### config.mk
export PLATFORM = sky130hd
export DESIGN_NAME = mul_iter_unit
export DESIGN_NICKNAME = d
export VERILOG_FILES = /design/src/rtl/drac_pkg.sv /design/src/rtl/mul_iter_unit.sv
export SDC_FILE = /design/constraint.sdc
export NUM_CORES = 1
export LEC_CHECK = 0
export CAP_MARGIN = 15
export CORE_ASPECT_RATIO = 0.9
export CORE_MARGIN = 8
export CORE_UTILIZATION = 64
export CTS_CLUSTER_SIZE = 30
export DETAILED_ROUTE_END_ITERATION = 10
export PLACE_DENSITY = 0.95
export REMOVE_ABC_BUFFERS = 1
export SLEW_MARGIN = 20
export SYNTH_ARGS = -nofsm -noshare
export SYNTH_HDL_FRONTEND = slang
export SYNTH_SLANG_ARGS = --single-unit
### constraint.sdc
create_clock -name clk_i -period 6.5 [get_ports clk_i]
set_input_delay 1.3 -clock clk_i [delete_from_list [all_inputs] [get_ports clk_i]]
set_output_delay 1.3 -clock clk_i [all_outputs]
set_load 0.005 [all_outputs]
### src/rtl/drac_pkg.sv
// Shared types and constants for the iterative shift-add multiplier.
package drac_pkg;

  typedef enum logic [1:0] {
    MUL    = 2'd0,
    MULH   = 2'd1,
    MULHSU = 2'd2,
    MULHU  = 2'd3
  } mul_op_t;

  localparam int MUL_ITER_64 = 64;
  localparam int MUL_ITER_32 = 32;

  typedef enum logic [1:0] {
    IDLE = 2'd0,
    OP   = 2'd1,
    FIX  = 2'd2,
    DONE = 2'd3
  } mul_state_t;

  function automatic logic [63:0] mul_magnitude(input logic [63:0] value, input logic is_neg);
    return is_neg ? (~value + 64'd1) : value;
  endfunction

endpackage

### src/rtl/mul_iter_unit.sv
// Radix-2 iterative multiplier: one shift-add step per cycle on operand
// magnitudes, followed by a sign fix-up of the 128-bit product.
module mul_iter_unit
  import drac_pkg::*;
(
  input  logic        clk_i,
  input  logic        rstn_i,
  input  logic        kill_mul_i,
  input  logic        request_i,
  input  logic        int_32_i,
  input  mul_op_t     op_i,
  input  logic [63:0] src1_i,
  input  logic [63:0] src2_i,
  output logic [63:0] result_o,
  output logic        stall_o,
  output logic        done_tick_o
);

  mul_state_t  r_state;
  mul_state_t  w_next_state;
  logic [63:0] r_mcand;
  logic [63:0] r_hi;
  logic [63:0] r_lo;
  logic [6:0]  r_count;
  logic        r_neg;
  logic        r_int32;
  mul_op_t     r_op;

  logic        w_accept;
  logic        w_sign1;
  logic        w_sign2;
  logic [63:0] w_mag1;
  logic [63:0] w_mag2;
  logic [64:0] w_sum;
  logic        w_stall;
  logic        w_done;
  logic [63:0] w_result;

  assign w_accept = (r_state == IDLE) && request_i && !kill_mul_i;
  assign w_sign1  = !int_32_i && ((op_i == MULH) || (op_i == MULHSU)) && src1_i[63];
  assign w_sign2  = !int_32_i && (op_i == MULH) && src2_i[63];
  assign w_mag1   = int_32_i ? {32'd0, src1_i[31:0]} : mul_magnitude(src1_i, w_sign1);
  assign w_mag2   = int_32_i ? {32'd0, src2_i[31:0]} : mul_magnitude(src2_i, w_sign2);

  // The multiplier sits in r_lo and is consumed from bit 0 while the partial
  // product enters from the top; the 65-bit sum keeps the carry for the shift.
  assign w_sum = {1'b0, r_hi} + (r_lo[0] ? {1'b0, r_mcand} : 65'd0);

  always_ff @(posedge clk_i or negedge rstn_i) begin
    if (!rstn_i) begin
      r_state <= IDLE;
    end else begin
      r_state <= w_next_state;
    end
  end

  always_comb begin
    w_next_state = r_state;
    w_stall      = 1'b0;
    w_done       = 1'b0;
    case (r_state)
      IDLE: begin
        if (w_accept) begin
          w_next_state = OP;
          w_stall      = 1'b1;
        end
      end
      OP: begin
        if (kill_mul_i) begin
          w_next_state = IDLE;
        end else begin
          w_stall = 1'b1;
          if (r_count == 7'd1) begin
            w_next_state = FIX;
          end
        end
      end
      FIX: begin
        if (kill_mul_i) begin
          w_next_state = IDLE;
        end else begin
          w_stall      = 1'b1;
          w_next_state = DONE;
        end
      end
      DONE: begin
        w_next_state = IDLE;
        w_done       = !kill_mul_i;
      end
      default: begin
        w_next_state = IDLE;
      end
    endcase
  end

  always_ff @(posedge clk_i or negedge rstn_i) begin
    if (!rstn_i) begin
      r_mcand <= '0;
      r_hi    <= '0;
      r_lo    <= '0;
      r_count <= '0;
      r_neg   <= 1'b0;
      r_int32 <= 1'b0;
      r_op    <= MUL;
    end else begin
      case (r_state)
        IDLE: begin
          if (w_accept) begin
            r_mcand <= w_mag1;
            r_hi    <= '0;
            r_lo    <= w_mag2;
            r_count <= int_32_i ? 7'(MUL_ITER_32) : 7'(MUL_ITER_64);
            r_neg   <= w_sign1 ^ w_sign2;
            r_int32 <= int_32_i;
            r_op    <= op_i;
          end
        end
        OP: begin
          if (!kill_mul_i) begin
            {r_hi, r_lo} <= {w_sum, r_lo[63:1]};
            r_count      <= r_count - 7'd1;
          end
        end
        FIX: begin
          if (!kill_mul_i && r_neg) begin
            {r_hi, r_lo} <= ~{r_hi, r_lo} + 128'd1;
          end
        end
        default: ;
      endcase
    end
  end

  // After 32 steps the 32-bit product sits in r_lo[63:32], not at the bottom.
  always_comb begin
    w_result = '0;
    if (w_done) begin
      if (r_int32) begin
        w_result = {{32{r_lo[63]}}, r_lo[63:32]};
      end else if (r_op == MUL) begin
        w_result = r_lo;
      end else begin
        w_result = r_hi;
      end
    end
  end

  assign stall_o     = w_stall && rstn_i;
  assign done_tick_o = w_done;
  assign result_o    = w_result;

endmodule

==> summary.md <==
| Metric | Value |
|---|---|
| Ant diodes | 0 |
| Critical path required time | approximately 5.2 ns |
| Clock Skew | about 0.024 ns |
| Synth unique cells | 88 |
| CP Max Fanout | 32 |
| PortBufs | 200 |
| Clock sinks | approximately 210 |
| Layout cells sized above 1 | 0.0507 |
| Leak | 9.18 nW |
| H-tree Lvls | 1 |
| 1st-iter DRT viols | ~3,400 |
| Cell area after synthesis | between 20,000 and 25,000 sq um |
| Critical Path Source Type | input port |
| Die height | 184 microns |
| Clk_lat worst skew | roughly 0.57 ns |
| Final wirelength | 77.3 mm |
| CTS tree | yes |
| Grt total ovfl | 0 |
| Synth top area share | 0.256 |
| Mapped Avg Cell Area | between 7 and 8 sq um |
| Synth area leader | dfrtp_1 |
| Post-synth EDFFs | 0 |
| CP endpoint kind | output pin |
| First-pass GRT wire length | roughly 120 mm |
| DRC errors left | 9 |
| Fmax | between 150 and 200 MHz |
| DRT Pass-1 Iters | 11 |
| CTS Buffer Depth | 3 |
| RSZ-0062 raised after global routing | no |
| Pin count of the biggest net entering global routing | 160 |
| Setup ws final | 1.21 ns |
| Failing checks | design-rule violations |
| Max-slew headroom | 0.113 |
| Root Driver | clkbuf_16 |
| Final HPWL DP | 57.0 mm |
| Max-capacitance violation count | 0 |
| # nets final | about 3,000 |
| Layout area overhead | 15.0% |
| Post-CTS Resized | 0 |
| Io pins | between 200 and 250 |
| Mapped Cells | between 2,000 and 3,000 |
| Vias in the first global route | 21,500 |
| Pre-CTS setup slack | ~1.3 ns |
| Minimum clock period | ~5.3 ns |
| Worst Hold Class | reg2reg |
| Crit Path Category | in2out |
| Setup Viol. Count Final | 0 |
| Initial antenna violation count | 1 |
| Worst EP arrival | around 4 ns |
| Die W | ~200 microns |
| Worst slew pin tran | ~1.3 ns |
| Vias | 23,000 |
| Synth top area cells | dfrtp_1 (26%), o21ai_0 (7.2%), a21oi_1 (6.6%) |
| Clock buffer count from CTS | 26 |
| Placeable Area | 30,900 sq um |
| Pwr per Cell Area | 443 nW/um^2 |
| Final period utilization | 0.813 |
| Endpoints failing hold | 0 |
| Register area share after synthesis | 0.256 |
| Std-Cell Rows | around 60 |
| CTS clk-pin slew, worst paths | around 0.060 ns |
| Final Max Tran Viols | 0 |
| Hold buffers post-CTS | 0 |
| VDD IR max | roughly 0.42 mV |
| GP Congestion | just over 1 |
| GRT Resource Usage Total | 0.393 |
| DR vias/cell | roughly 7 |
| Ys Warns | 0 |
| Design Power | between 0.01 and 0.015 W |
| Status | finished, violations left |
| Async SR Flop Fraction | 1.00 |
| Total Die Area | roughly 37,000 sq um |
| FF+latch count, synth | a little over 200 |
| Detail Route Antenna Nets | 0 |
| Postcts setup bufs | 0 |
| Avg WL per Cell | between 20 and 25 microns |
| Post-synth top flop | dfrtp_1 |
| Initial core utilization | 0.649 |
critical path, stage by stage:
cell and delay, ns:
clkdlybuf4s50_1 0.46, inv_1 0.21, nand2_1 0.61, inv_1 0.31, o21ai_2 0.08, buf_4 0.25, a21oi_1 0.20, clkdlybuf4s50_1 0.54
cells in the mapped netlist, types with 7 or more instances:
| library cell | count |
|---|---|
| clkbuf_1 | 178 |
| nor3_1 | 114 |
| nor2b_1 | 11 |
| a21oi_1 | 266 |
| ha_1 | 76 |
| a211o_1 | 8 |
| nor3b_1 | 8 |
| xnor2_1 | 99 |
| o21a_1 | 7 |
| nand2_1 | 300 |
| o41ai_1 | 10 |
| o21ai_0 | 289 |
| a31oi_1 | 28 |
| o221ai_1 | 12 |
| nor4_2 | 9 |
| o22ai_1 | 17 |
| o311ai_0 | 7 |
| xor2_1 | 104 |
| nor2_1 | 217 |
| or3_1 | 46 |
| o31ai_1 | 40 |
| buf_2 | 7 |
| or2_2 | 15 |
| o21bai_1 | 24 |
| and3_1 | 16 |
| dfrtp_1 | 205 |
| a22oi_1 | 28 |
| a32oi_1 | 19 |
| o211ai_1 | 22 |
| inv_1 | 59 |
| a22o_1 | 9 |
| nor4_1 | 42 |
| and2_1 | 81 |
| nand3_1 | 48 |
| buf_1 | 10 |
| nand4_1 | 34 |
| mux2i_1 | 41 |
| a221oi_1 | 10 |
| o21ai_1 | 9 |
| or4_1 | 30 |
| nand2b_1 | 17 |
| a21o_1 | 40 |
| a211oi_1 | 27 |
cells by family after synthesis:
kind of cell / synth area share
AOI/OAI and AO/OA: 0.278
and+or+nand+nor: 0.259
buffers and inverters: 0.0489
xor gates and xnor gates: 0.0886
muxes: 0.0210
adders and majority gates: 0.0484
DFF: 0.256
area by class of cell:
class	instances	area [sq um]
Sequential cell	205	5130
Inverter	61	229
Clock inverter	15	165
Tap cell	409	512
Fill cell	2397	7830
Multi-Input combinational cell	2267	14000
Timing Repair Buffer	237	2310
Clock buffer	33	737
path summary, 6_finish.rpt:
| check | startpoint | end | slack [ns] | cells after the start |
|---|---|---|---|---|
| max | kill_mul_i | result_o[33] | 1.21 | 8 |
| min | r_mcand[46]$_DFFE_PN0P_ | r_mcand[46]$_DFFE_PN0P_ | 0.47 | 2 |
| max reg2reg | r_lo[0]$_DFFE_PN0P_ | r_hi[61]$_DFFE_PN0P_ | 1.69 | 13 |
| min reg2reg | r_mcand[46]$_DFFE_PN0P_ | r_mcand[46]$_DFFE_PN0P_ | 0.47 | 2 |
| max in group asynchronous | rstn_i | r_hi[53]$_DFFE_PN0P_ | 4.51 | 2 |
| min in group asynchronous | rstn_i | r_count[3]$_DFFE_PN0P_ | 0.67 | 1 |
state kept, by name, indices dropped and copies added, names as in the netlist:
register	count
r_hi	64
r_lo	64
r_mcand	64
r_count	7
r_op	2
r_state	2
r_int32	1
r_neg	1
per-layer routing:
layer,global-route usage,up-vias,part of all wire
met4,0.193,0,0.055
met2,0.586,1924,0.42
met1,0.519,10600,0.38
li1,-,10100,-
met5,0,-,0
met3,0.111,318,0.15
metrics by stage:
| stage | TNS (ns) | util | instance area, sq um | hold WS, ns | cells |
|---|---|---|---|---|---|
| 5_1_grt | 0 | 0.747 | 23100 | 0.494 | 3227 |
| 2_1_floorplan | -30.60 | - | 19300 | 0.441 | 2533 |
| 3_5_place_dp | 0 | 0.717 | 22200 | 0.459 | 3178 |
| 3_3_place_gp | 0 | 0.717 | 22200 | 0.454 | 3178 |
| 4_1_cts | 0 | 0.746 | 23100 | 0.473 | 3226 |
| 6_report | 0 | 0.747 | 23100 | 0.473 | 3227 |
cells in the final DEF, fill, tap and decap left out, types with 15 or more instances in the layout:
cell             instances
inv_1                   59
and2_1                  81
o21ai_0                289
a31oi_1                 28
o211ai_1                22
nor3_1                 114
buf_4                   34
a22oi_1                 28
or4_1                   30
and3_1                  16
o22ai_1                 17
nor4_1                  42
nor2_1                 216
a21oi_1                266
o21bai_1                24
dfrtp_1                204
nand3_1                 47
ha_1                    74
a21o_1                  40
xnor2_1                 99
nand2_1                300
xor2_1                 104
a211oi_1                27
a32oi_1                 19
clkbuf_16               26
nand4_1                 34
mux2i_1                 41
nand2b_1                17
o31ai_1                 40
clkdlybuf4s50_1        199
or3_1                   46
or2_2                   15
report_power, final:
| group | switching [W] | total [W] | internal, W |
|---|---|---|---|
| logic | 0.00384 | 0.00586 | 0.00202 |
| registers | 0.000979 | 0.00282 | 0.00184 |
| clock network | 0.000620 | 0.00154 | 0.000919 |
| total | 0.00544 | 0.0102 | 0.00478 |
Power figures use the tool's default switching activity.
